## config.mk

```make
export PLATFORM = sky130hd
export DESIGN_NAME = ulpb_bus_ctrl
export DESIGN_NICKNAME = d
export VERILOG_FILES = /design/src/rtl/ulpb_ctrl_pkg.sv /design/src/rtl/ulpb_bus_ctrl_clk_gen.sv /design/src/rtl/ulpb_bus_ctrl.sv
export SDC_FILE = /design/constraint.sdc
export NUM_CORES = 1
export LEC_CHECK = 0
export CAP_MARGIN = 20
export CORE_AREA = 10 10 55 57
export CTS_CLUSTER_SIZE = 30
export DETAILED_ROUTE_END_ITERATION = 16
export DIE_AREA = 0 0 65 67
export GPL_ROUTABILITY_DRIVEN = 1
export PLACE_DENSITY_LB_ADDON = 0.08
export SLEW_MARGIN = 5
export SYNTH_ARGS = -nofsm -noshare
export SYNTH_HDL_FRONTEND = slang
export SYNTH_SLANG_ARGS = --single-unit
```

## constraint.sdc

```tcl
create_clock -name CLK -period 4.2 [get_ports CLK]
set_input_delay 0.42 -clock CLK [delete_from_list [all_inputs] [get_ports CLK]]
set_output_delay 0.42 -clock CLK [all_outputs]
set_load 0.02 [all_outputs]
```

## src/rtl/ulpb_ctrl_pkg.sv

```systemverilog
// ulpb_ctrl_pkg: shared types and constants for the ULPB ring-head bus
// controller.
//   ctrl_state_e   : controller FSM states (IDLE, START, RUN, POST, PARK)
//   phase_e        : mirror of the node phase sequence seen on BUS_CLK rises
//   ULPB_RESET_CNT : default bus-reset posedge count, shared with ulpb_node32
//   next_phase()   : phase advance on one BUS_CLK rising edge
package ulpb_ctrl_pkg;

  typedef enum logic [2:0] {
    ST_IDLE  = 3'd0,
    ST_START = 3'd1,
    ST_RUN   = 3'd2,
    ST_POST  = 3'd3,
    ST_PARK  = 3'd4
  } ctrl_state_e;

  typedef enum logic [2:0] {
    PH_ARBI   = 3'd0,
    PH_DRIVE1 = 3'd1,
    PH_LATCH1 = 3'd2,
    PH_DRIVE2 = 3'd3,
    PH_LATCH2 = 3'd4
  } phase_e;

  localparam int unsigned ULPB_RESET_CNT = 4;

  // ARBI is only visited once per transaction; afterwards the four data
  // phases repeat.
  function automatic phase_e next_phase(input phase_e ph);
    case (ph)
      PH_ARBI:   next_phase = PH_DRIVE1;
      PH_DRIVE1: next_phase = PH_LATCH1;
      PH_LATCH1: next_phase = PH_DRIVE2;
      PH_DRIVE2: next_phase = PH_LATCH2;
      PH_LATCH2: next_phase = PH_DRIVE1;
      default:   next_phase = PH_ARBI;
    endcase
  endfunction

endpackage

```

## src/rtl/ulpb_bus_ctrl_clk_gen.sv

```systemverilog
// ulpb_clk_gen: bus-clock half-period divider.
//   CLK, RESET : system clock, asynchronous active-low reset
//   en         : run the divider; when low BUS_CLK parks high and the
//                counter restarts, so the first edge after enabling is a
//                fall CLK_DIV cycles later
//   bus_clk    : registered bus clock (idle high)
//   rise_pre   : high in the system cycle just before bus_clk rises
//   fall_pre   : high in the system cycle just before bus_clk falls
//   rise       : high in the first system cycle after bus_clk rose
module ulpb_clk_gen
  import ulpb_ctrl_pkg::*;
#(
  parameter int unsigned CLK_DIV = 4
) (
  input  logic CLK,
  input  logic RESET,
  input  logic en,
  output logic bus_clk,
  output logic rise_pre,
  output logic fall_pre,
  output logic rise
);

  localparam int unsigned CNT_W = $clog2(CLK_DIV);
  localparam logic [CNT_W-1:0] CNT_LAST = CNT_W'(CLK_DIV - 1);

  logic [CNT_W-1:0] cnt_q, cnt_d;
  logic             bus_clk_q, bus_clk_d;
  logic             rise_q, rise_d;
  logic             at_end_s;

  // Half-period counter and toggle decision
  always_comb begin
    at_end_s  = (cnt_q == CNT_LAST);
    rise_pre  = en && at_end_s && !bus_clk_q;
    fall_pre  = en && at_end_s && bus_clk_q;
    rise_d    = rise_pre;
    cnt_d     = cnt_q;
    bus_clk_d = bus_clk_q;
    if (!en) begin
      cnt_d     = {CNT_W{1'b0}};
      bus_clk_d = 1'b1;
    end else if (at_end_s) begin
      cnt_d     = {CNT_W{1'b0}};
      bus_clk_d = ~bus_clk_q;
    end else begin
      cnt_d     = cnt_q + CNT_W'(1);
      bus_clk_d = bus_clk_q;
    end
  end

  // Divider registers; reset parks the bus clock high immediately
  always_ff @(posedge CLK or negedge RESET) begin
    if (!RESET) begin
      cnt_q     <= {CNT_W{1'b0}};
      bus_clk_q <= 1'b1;
      rise_q    <= 1'b0;
    end else begin
      cnt_q     <= cnt_d;
      bus_clk_q <= bus_clk_d;
      rise_q    <= rise_d;
    end
  end

  assign bus_clk = bus_clk_q;
  assign rise    = rise_q;

endmodule

```

## src/rtl/ulpb_bus_ctrl.sv

```systemverilog
// ulpb_bus_ctrl: ring-head controller that generates BUS_CLK for the ULPB
// ring, from request detection through arbitration, data, interjection,
// acknowledge and bus-reset phases, then parks the clock high.
//   CLK, RESET  : system clock, asynchronous active-low reset
//   DIN         : ring return from the last node (asynchronous)
//   DOUT        : ring out to the first node (1 until the first rise,
//                 then DIN passed straight through)
//   BUS_CLK     : ring clock, idle high
//   BUSY        : request detected until the clock is parked
//   TRANS_DONE  : one-cycle pulse as the controller returns to IDLE
//   TIMEOUT     : sticky watchdog flag, cleared by TIMEOUT_ACK
// Optional feature: define ULPB_CTRL_WATCHDOG_EN to enable the MAX_BITS
// bit-count watchdog; otherwise TIMEOUT is 0 and TIMEOUT_ACK is ignored.
module ulpb_bus_ctrl
  import ulpb_ctrl_pkg::*;
#(
  parameter int unsigned CLK_DIV   = 4,
  parameter int unsigned RESET_CNT = ULPB_RESET_CNT,
  parameter int unsigned MAX_BITS  = 1024
) (
  input  logic CLK,
  input  logic RESET,
  input  logic DIN,
  output logic DOUT,
  output logic BUS_CLK,
  output logic BUSY,
  output logic TRANS_DONE,
  output logic TIMEOUT,
  input  logic TIMEOUT_ACK
);

  localparam int unsigned POST_LOAD = 4 + RESET_CNT;
  localparam int unsigned POST_W    = $clog2(POST_LOAD + 1);
  localparam int unsigned DIV_W     = $clog2(CLK_DIV);
  localparam logic [DIV_W-1:0] DIV_LAST = DIV_W'(CLK_DIV - 1);

  logic              din_meta_q, din_s_q;
  ctrl_state_e       state_q, state_d;
  phase_e            phase_q, phase_d;
  logic [1:0]        samp_q, samp_d;
  logic [POST_W-1:0] post_cnt_q, post_cnt_d;
  logic [DIV_W-1:0]  park_cnt_q, park_cnt_d;
  logic              busy_q, busy_d;
  logic              done_q, done_d;
  logic              fwd_q, fwd_d;
  logic              force_q, force_d;
  logic              timeout_q, timeout_d;
  logic              clk_en_s, rise_pre_s, fall_pre_s, bus_clk_s;
  logic              interj_s, invert_s;
  logic              unused_rise_s;

`ifdef ULPB_CTRL_WATCHDOG_EN
  localparam int unsigned BIT_W = $clog2(MAX_BITS) + 1;
  localparam logic [BIT_W-1:0] BIT_LAST = BIT_W'(MAX_BITS - 1);
  localparam logic [BIT_W-1:0] BIT_SAT  = {BIT_W{1'b1}};
  logic [BIT_W-1:0] bits_q, bits_d;
  logic             wd_fire_s;
`else
  localparam int unsigned unused_max_bits = MAX_BITS;
  logic unused_ack_s;
  assign unused_ack_s = TIMEOUT_ACK;
`endif

  assign clk_en_s = (state_q == ST_START) || (state_q == ST_RUN) || (state_q == ST_POST);

  ulpb_clk_gen #(.CLK_DIV(CLK_DIV)) u_clk_gen (
    .CLK      (CLK),
    .RESET    (RESET),
    .en       (clk_en_s),
    .bus_clk  (bus_clk_s),
    .rise_pre (rise_pre_s),
    .fall_pre (fall_pre_s),
    .rise     (unused_rise_s)
  );

  // Next-state logic; phase, sampling and edge counts all advance on the
  // cycle before a BUS_CLK rise so they change together with the rise.
  always_comb begin
    state_d    = state_q;
    phase_d    = phase_q;
    samp_d     = samp_q;
    post_cnt_d = post_cnt_q;
    park_cnt_d = park_cnt_q;
    busy_d     = busy_q;
    done_d     = 1'b0;
    fwd_d      = fwd_q;
    force_d    = force_q;
`ifdef ULPB_CTRL_WATCHDOG_EN
    bits_d     = bits_q;
    wd_fire_s  = 1'b0;
`endif
    // A forced bit counts as an interjection even if the ring is not looped.
    interj_s   = (samp_q[1] ^ samp_q[0]) | force_q;
    case (state_q)
      ST_IDLE: begin
        phase_d = PH_ARBI;
        fwd_d   = 1'b0;
        force_d = 1'b0;
        samp_d  = 2'b00;
`ifdef ULPB_CTRL_WATCHDOG_EN
        bits_d  = {BIT_W{1'b0}};
`endif
        if (!din_s_q) begin
          state_d = ST_START;
          busy_d  = 1'b1;
        end else begin
          busy_d  = 1'b0;
        end
      end
      ST_START: begin
        if (fall_pre_s) begin
          state_d = ST_RUN;
        end else begin
          state_d = ST_START;
        end
      end
      ST_RUN, ST_POST: begin
        if (rise_pre_s) begin
          phase_d = next_phase(phase_q);
          case (phase_q)
            PH_ARBI:   fwd_d  = 1'b1;
            PH_DRIVE1: samp_d = {samp_q[0], din_s_q};
            PH_DRIVE2: samp_d = {samp_q[0], din_s_q};
            PH_LATCH2: begin
`ifdef ULPB_CTRL_WATCHDOG_EN
              if (bits_q != BIT_SAT) begin
                bits_d = bits_q + BIT_W'(1);
              end else begin
                bits_d = bits_q;
              end
`endif
              if ((state_q == ST_RUN) && interj_s) begin
                state_d    = ST_POST;
                post_cnt_d = POST_W'(POST_LOAD);
                force_d    = 1'b0;
              end else begin
`ifdef ULPB_CTRL_WATCHDOG_EN
                if ((state_q == ST_RUN) && (bits_q == BIT_LAST)) begin
                  wd_fire_s = 1'b1;
                  force_d   = 1'b1;
                end else begin
                  wd_fire_s = 1'b0;
                end
`endif
              end
            end
            default: begin
            end
          endcase
          if (state_q == ST_POST) begin
            if (post_cnt_q == POST_W'(1)) begin
              state_d    = ST_PARK;
              post_cnt_d = {POST_W{1'b0}};
              park_cnt_d = {DIV_W{1'b0}};
            end else begin
              post_cnt_d = post_cnt_q - POST_W'(1);
            end
          end else begin
            post_cnt_d = post_cnt_d;
          end
        end else begin
          phase_d = phase_q;
        end
      end
      ST_PARK: begin
        // Hold off the done pulse until the point the next fall would have been.
        if (park_cnt_q == DIV_LAST) begin
          state_d    = ST_IDLE;
          done_d     = 1'b1;
          busy_d     = 1'b0;
          fwd_d      = 1'b0;
          phase_d    = PH_ARBI;
          park_cnt_d = {DIV_W{1'b0}};
        end else begin
          park_cnt_d = park_cnt_q + DIV_W'(1);
        end
      end
      default: begin
        state_d = ST_IDLE;
        busy_d  = 1'b0;
        fwd_d   = 1'b0;
        phase_d = PH_ARBI;
      end
    endcase
  end

  // Sticky timeout: a coincident set takes priority over the acknowledge
  always_comb begin
`ifdef ULPB_CTRL_WATCHDOG_EN
    if (wd_fire_s) begin
      timeout_d = 1'b1;
    end else if (TIMEOUT_ACK) begin
      timeout_d = 1'b0;
    end else begin
      timeout_d = timeout_q;
    end
`else
    timeout_d = 1'b0;
`endif
  end

  // DIN synchronizer; resets to the idle (released) level
  always_ff @(posedge CLK or negedge RESET) begin
    if (!RESET) begin
      din_meta_q <= 1'b1;
      din_s_q    <= 1'b1;
    end else begin
      din_meta_q <= DIN;
      din_s_q    <= din_meta_q;
    end
  end

  // Controller FSM, phase mirror and registered status outputs
  always_ff @(posedge CLK or negedge RESET) begin
    if (!RESET) begin
      state_q    <= ST_IDLE;
      phase_q    <= PH_ARBI;
      samp_q     <= 2'b00;
      post_cnt_q <= {POST_W{1'b0}};
      park_cnt_q <= {DIV_W{1'b0}};
      busy_q     <= 1'b0;
      done_q     <= 1'b0;
      fwd_q      <= 1'b0;
      force_q    <= 1'b0;
      timeout_q  <= 1'b0;
    end else begin
      state_q    <= state_d;
      phase_q    <= phase_d;
      samp_q     <= samp_d;
      post_cnt_q <= post_cnt_d;
      park_cnt_q <= park_cnt_d;
      busy_q     <= busy_d;
      done_q     <= done_d;
      fwd_q      <= fwd_d;
      force_q    <= force_d;
      timeout_q  <= timeout_d;
    end
  end

`ifdef ULPB_CTRL_WATCHDOG_EN
  // Completed-bit counter for the watchdog
  always_ff @(posedge CLK or negedge RESET) begin
    if (!RESET) begin
      bits_q <= {BIT_W{1'b0}};
    end else begin
      bits_q <= bits_d;
    end
  end
`endif

  // DIN passes through combinationally so the ring has no extra latency.
  assign invert_s   = force_q && (phase_q == PH_DRIVE2);
  assign DOUT       = fwd_q ? (DIN ^ invert_s) : 1'b1;
  assign BUS_CLK    = bus_clk_s;
  assign BUSY       = busy_q;
  assign TRANS_DONE = done_q;
  assign TIMEOUT    = timeout_q;

endmodule
```

==> summary.md, run 1 <==
| Metric | Value |
|---|---|
| RR Endpoint | `phase_q[0]` |
| Critical path fanouts, max | `2` |
| Most used flip-flop cell after synthesis | `dfrtp_1` |
| Vias in the first global route | `829` |
| Min-Delay Endpoint | `din_s_q` |
| Weighted congestion reported at the end of routability-driven placement | `0.7319` |
| Start-to-end type of the worst setup path | `input pin to output pin` |
| Share of synthesized area occupied by flip-flops and latches | `47.94%` |
| Outcome | `completed` |
| Slowest CP cell | `clkdlybuf4s50_1` |
| Average cell area after synthesis | `10.05 um^2` |
| Share of synthesized registers carrying an async set or reset | `100.0%` |
| Number of DRC violations after detailed-routing iteration 0 | `57` |
| Number of max-slew violations in the final report | `0` |
| DRC errors left | `0` |
| Period Utilization, post-route | `48.14%` |
| Number of buffers added for setup after CTS | `0` |
| Share of layout cells above drive strength 1 | `10.83%` |
| Total wire length after detailed routing | `2119 um` |
| Maximum level of the CTS H-tree | `1` |
| Flip-flop and latch count after synthesis | `22` |
| Crit end category | `output pin` |
| Max-cap viol count | `0` |
| Worst slew pin tran | `961.4 ps` |
| Worst-case register-to-register setup slack | `2510 ps` |
| Worst endpoint data arrival time | `1600 ps` |
| Most common cell on crit path | `clkdlybuf4s50_1` |
| Half-perimeter wire length of the detailed placement result | `1534 um` |
| Global-route wire length before repair | `3767 um` |
| Combinational power share | `7.0%` |
| Register clock-pin slew on the reported worst setup and hold paths | `120 ps` |
| Worst hold path cell count | `0` |
| Power Internal | `285.1 uW` |
| Hold Buf Count CTS | `0` |
| Worst reg2reg path depth | `4` |
| Number of instances in the synthesized netlist | `115` |
| Number of nets in the finished design | `129` |
| CTS sink cnt | `22` |
| PostCTS Resize Cnt | `0` |
| Number of port buffers | `6` |
| Number of enable flip-flop cells after synthesis | `0` |
| Class of the most critical hold timing path | `flip-flop to flip-flop` |
| Area of the die | `0.004355 mm^2` |
| Starting Density | `59.54%` |
| Antenna violations before repair | `0` |
| Flop pwr share | `61.2%` |
| Origin of the worst min-delay path | `din_meta_q` |
| Hold Vio Cnt, Final | `0` |
| Maximum cell stage delay along the critical path | `610 ps` |
| Cell class contributing the biggest share of worst-path delay | `buffers and inverters` |
| Buffer type at the clock tree root | `clkbuf_4` |
| Worst ir drop on vdd | `0.2657 mV` |
| Global-route total usage across every layer | `10.85%` |
| Io pins | `9` |
| Netlist area before placement | `0.001156 mm^2` |
| Setup repair after global routing missed its margin | `false` |
| Leakage power | `0.5432 nW` |
| Largest net degree at the start of global routing | `23` |
| Achievable frequency | `494.5 MHz` |
| Crit path buf inv count | `2` |
| Final setup fails | `0` |
| TritonCTS clock tree | `built` |
| Startpoint types | `input pin` |
| Post-synth net total | `123` |
| Yosys synthesis warning count | `0` |
| Via density | `5.735` |
| Width of the chip | `65 um` |
| Synth-to-layout area growth | `8.983%` |
| Total Power | `374.4 uW` |
| Power per unit of standard cell area | `297.2 mW/mm^2` |
| Worst flop-to-flop path startpoint | `state_q[2]` |
| Net Sw Power | `89.37 uW` |
| Site Rows | `16` |
| Core box area | `0.001942 mm^2` |
| Number of different library cells in the post-synthesis netlist | `41` |
| Routed wire per std cell | `14.41 um` |
| Global route overflow | `0` |
| Clock network power share | `31.9%` |
| Number of antenna-violating nets in the routed design | `0` |
| Worst clock skew | `1.856 ps` |
| Sw Ratio | `23.87%` |
| Slew HR | `35.71%` |
| Drt pass-1 iters | `4` |
| Top library cells by usage in the layout, fill and taps aside | `dfrtp_1, o21ai_0, inv_1, nand2_1` |
| Height of the die | `67 um` |
| Total CTS buffers | `3` |
| Cell-by-cell listing of the critical path | `clkdlybuf4s50_1 > nand2b_1 > clkdlybuf4s50_1` |
| Fin crit period | `2022 ps` |
| Antenna cell count | `0` |
| Pre-CTS worst setup slack | `2171 ps` |
| Most common library cell in the layout ignoring fill and taps | `dfrtp_1` |
| Routed vias | `843` |
| Setup TNS | `0 ps` |
| Data required time of the critical path | `3780 ps` |
| Number of buffers between clock root and the deepest sink | `2` |
| PnR worst setup slack | `2178 ps` |
| Clock insertion delay at the later pin of the skew report | `310 ps` |
## cell families after synthesis
logic type                 Yosys count  share of synthesized area [%]
muxes                                3                          3.030
xor gates and xnor gates             2                          1.515
other                                1                         0.3244
DFF                                 22                          47.94
buffers and inverters               13                          4.870
AOI/OAI and AO/OA                   26                          13.74
adders and majority gates            4                          4.329
and+or+nand+nor                     44                          24.24
## state kept, by name, indices dropped and copies added, names as in the netlist
name and cells:
BUSY 1, TRANS_DONE 1, din_meta_q 1, din_s_q 1
fwd_q 1, park_cnt_q 2, phase_q 3, post_cnt_q 4
samp_q 2, state_q 3, u_clk_gen.bus_clk 1, u_clk_gen.cnt_q 2
## worst max path at each step
stage | start | end | cells after the start
final | DIN | DOUT | 3
after global routing | DIN | DOUT | 3
after CTS | DIN | DOUT | 3
after detailed placement | DIN | DOUT | 3
after global placement | DIN | DOUT | 3
after floorplan | post_cnt_q[1] | post_cnt_q[2] | 6
## power groups by stage
stage / Combinational [mW] / Clock, mW / Sequential (mW)
2_1_floorplan: 0.0197 / 0 / 0.229
3_3_place_gp: 0.0256 / 0 / 0.233
3_5_place_dp: 0.0264 / 0 / 0.233
4_1_cts: 0.0266 / 0.120 / 0.229
5_1_grt: 0.0301 / 0.128 / 0.230
6_report: 0.0260 / 0.119 / 0.229
## per-layer routing
layer | wire length, um | global-route usage (%)
met1 | 1003 | 13.11
met2 | 963 | 17.12
met3 | 119 | 3.679
met4 | 32 | 4.813
met5 | 0 | 0
## cell type report
type                            instances  area (um^2)
Timing Repair Buffer                    6        60.06
Tap cell                               27        33.78
Fill cell                             164        681.9
Clock buffer                            4        36.28
Multi-Input combinational cell         80        545.5
Inverter                                8        30.03
Sequential cell                        22        554.3
## synth_stat cells, drive strengths merged (3+ instances only)
| library cell | n | area [um^2] |
|---|---|---|
| o21ai | 12 | 60.06 |
| nor3 | 4 | 25.02 |
| dfstp | 3 | 78.83 |
| dfrtp | 19 | 475.5 |
| inv | 8 | 30.03 |
| nand2 | 8 | 30.03 |
| nor2 | 7 | 42.54 |
| nor4 | 3 | 25.02 |
| a21oi | 4 | 23.77 |
| nor3b | 4 | 30.03 |
| nand3 | 4 | 20.02 |
| ha | 4 | 50.05 |
| buf | 4 | 22.52 |
## stage by stage
stage               util, %  area, um^2  hold WS (ps)  cells
floorplan                 -        1156         124.4    115
global placement      63.02        1224         346.0    143
detailed placement    63.02        1224         358.3    143
CTS                   64.88        1260         376.9    147
global route          64.88        1260         380.6    147
finish                64.88        1260         377.2    147
No activity file was read; power rests on OpenSTA's default activity.
==> run 2, diff against run 1 <==
- CORE_AREA: 10 10 55 57 -> 10 10 57 59
- DIE_AREA: 0 0 65 67 -> 0 0 67 69
- clock period: 4.2 -> 1.95 ns (I/O delays scaled with it)
==> run 2 against run 1 <==
  * Clock skew hardly changed
  * First-iteration DRC count shrank 63%
  * Worst hold slack worse by 160 ps
  * Sequential share of layout area is 0.48 points lower
  * Largest power group unchanged
==> summary.md, run 2 (synthesis gave the netlist of run 1 again) <==
| Metric | Value |
|---|---|
| Tightest hold margin | `218.5 ps` |
| Weighted congestion reported at the end of routability-driven placement | `0.7142` |
| Power per unit of standard cell area | `599.3 mW/mm^2` |
| Clock insertion delay at the later pin of the skew report | `300 ps` |
| Post-layout instance area | `0.001274 mm^2` |
| Register clock-pin slew on the reported worst setup and hold paths | `110 ps` |
| Fin crit period | `1749 ps` |
| Achievable frequency | `571.7 MHz` |
| RR Endpoint | `post_cnt_q[2]` |
| PnR worst setup slack | `201.0 ps` |
| Total CTS buffers | `3` |
| Pre-CTS worst setup slack | `299.2 ps` |
| Sw Ratio | `23.56%` |
| Share of layout cells above drive strength 1 | `12.20%` |
| PostCTS Resize Cnt | `0` |
| Worst clock skew | `1.455 ps` |
| Final setup fails | `0` |
| TritonCTS clock tree | `built` |
| DRC errors left | `0` |
| Largest net degree at the start of global routing | `23` |
| Worst endpoint data arrival time | `1550 ps` |
| Antenna violations before repair | `0` |
| Drt pass-1 iters | `4` |
| Cell-by-cell listing of the critical path | `clkdlybuf4s50_1` |
| Half-perimeter wire length of the detailed placement result | `1518 um` |
| Antenna cell count | `0` |
| Worst ir drop on vdd | `0.3830 mV` |
| Buffer type at the clock tree root | `clkbuf_4` |
| Top library cells by usage in the layout, fill and taps aside | `dfrtp_1, o21ai_0, inv_1, nand2_1` |
| Via density | `5.384` |
| Hold Buf Count CTS | `0` |
| Period Utilization, post-route | `89.69%` |
| Critical path fanouts, max | `8` |
| Routed vias | `813` |
| Global-route wire length before repair | `3843 um` |
| Starting Density | `53.81%` |
| Worst flop-to-flop path startpoint | `post_cnt_q[1]` |
| Number of max-slew violations in the final report | `0` |
| Flip-flop count of the largest register, all copies and words added | `4` |
| Number of buffers between clock root and the deepest sink | `2` |
| Number of antenna-violating nets in the routed design | `0` |
| Clock network power share | `27.5%` |
| Routed wire per std cell | `13.73 um` |
| Synth-to-layout area growth | `10.17%` |
| Maximum cell stage delay along the critical path | `630 ps` |
| Net Sw Power | `179.9 uW` |
| Number of buffers added for setup after CTS | `0` |
| CTS sink cnt | `22` |
| Placed standard-cell area | `0.001247 mm^2` |
| Start-to-end type of the worst setup path | `flip-flop to output pin` |
| Crit path buf inv count | `1` |
| Worst-case register-to-register setup slack | `290 ps` |
| Global-route total usage across every layer | `10.08%` |
| Cell class contributing the biggest share of worst-path delay | `buffers and inverters` |
| Slowest CP cell | `clkdlybuf4s50_1` |
| Combinational power share | `8.4%` |
| Worst reg2reg path depth | `6` |
| Outcome | `completed` |
| CP Launch Point | `u_clk_gen.bus_clk` |
| Max-cap viol count | `0` |
| Core box area | `0.002148 mm^2` |
| Width of the chip | `67 um` |
| Leakage power | `0.5522 nW` |
| Power Internal | `583.5 uW` |
| Maximum level of the CTS H-tree | `1` |
| Height of the die | `69 um` |
| Crit end category | `output pin` |
| Flop pwr share | `64.1%` |
| Io pins | `9` |
| Most common library cell in the layout ignoring fill and taps | `dfrtp_1` |
| Hold Vio Cnt, Final | `0` |
| Total wire length after detailed routing | `2073 um` |
| Setup TNS | `0 ps` |
| Largest registers | `post_cnt_q x4, phase_q x3, state_q x3` |
| Site Rows | `17` |
| Number of nets in the finished design | `132` |
| Global route overflow | `0` |
| Data required time of the critical path | `1750 ps` |
| Number of port buffers | `6` |
| Startpoint types | `flip-flop` |
| Area of the die | `0.004623 mm^2` |
| Vias in the first global route | `840` |
| Number of DRC violations after detailed-routing iteration 0 | `21` |
| Most flop-heavy register | `post_cnt_q` |
| Setup repair after global routing missed its margin | `false` |
| Class of the most critical hold timing path | `input pin to async pin` |
==> run 2: cell types whose count changed in the layout (fill, tap and decap cells not counted), sizes merged <==
cell  delta
buf      +3
==> run 2: area by class of cell <==
cell class	count	area [um^2]
Multi-Input combinational cell	80	545.5
Clock buffer	4	26.28
Fill cell	193	874.6
Tap cell	28	35.03
Timing Repair Buffer	9	82.58
Inverter	8	30.03
Sequential cell	22	554.3
==> run 2: per-layer routing <==
| layer | wire length, um | global-route usage (%) | share of wire, % | vias up |
|---|---|---|---|---|
| met5 | 0 | 0 | 0 | - |
| met4 | 41 | 4.751 | 2.0 | 0 |
| met3 | 83 | 3.221 | 4.0 | 5 |
| met2 | 922 | 14.64 | 44 | 8 |
| met1 | 1025 | 12.97 | 49 | 383 |
| li1 | - | - | - | 417 |
==> run 2: worst max path at each step <==
stage,slack (ps),depth (start not counted),endpoint
floorplan,440,6,post_cnt_q[2]
global placement,320,6,post_cnt_q[2]
detailed placement,300,6,post_cnt_q[2]
CTS,180,1,BUS_CLK
global route,130,6,park_cnt_q[1]
finish,200,1,BUS_CLK
==> run 2: power groups by stage <==
| stage | clock, mW | sequential [mW] | combinational (mW) |
|---|---|---|---|
| 4_1_cts | 0.225 | 0.489 | 0.0662 |
| 3_3_place_gp | 0 | 0.497 | 0.0636 |
| 5_1_grt | 0.240 | 0.493 | 0.0755 |
| 3_5_place_dp | 0 | 0.498 | 0.0661 |
| 2_1_floorplan | 0 | 0.493 | 0.0424 |
| 6_report | 0.210 | 0.489 | 0.0644 |
==> run 2: metrics by stage <==
step           power (mW)  cells  util, %
2_1_floorplan      0.5353    115        -
3_3_place_gp       0.5610    147    58.07
3_5_place_dp       0.5639    147    58.07
4_1_cts            0.7805    151    59.29
5_1_grt            0.8079    151    59.29
6_report           0.7634    151    59.29
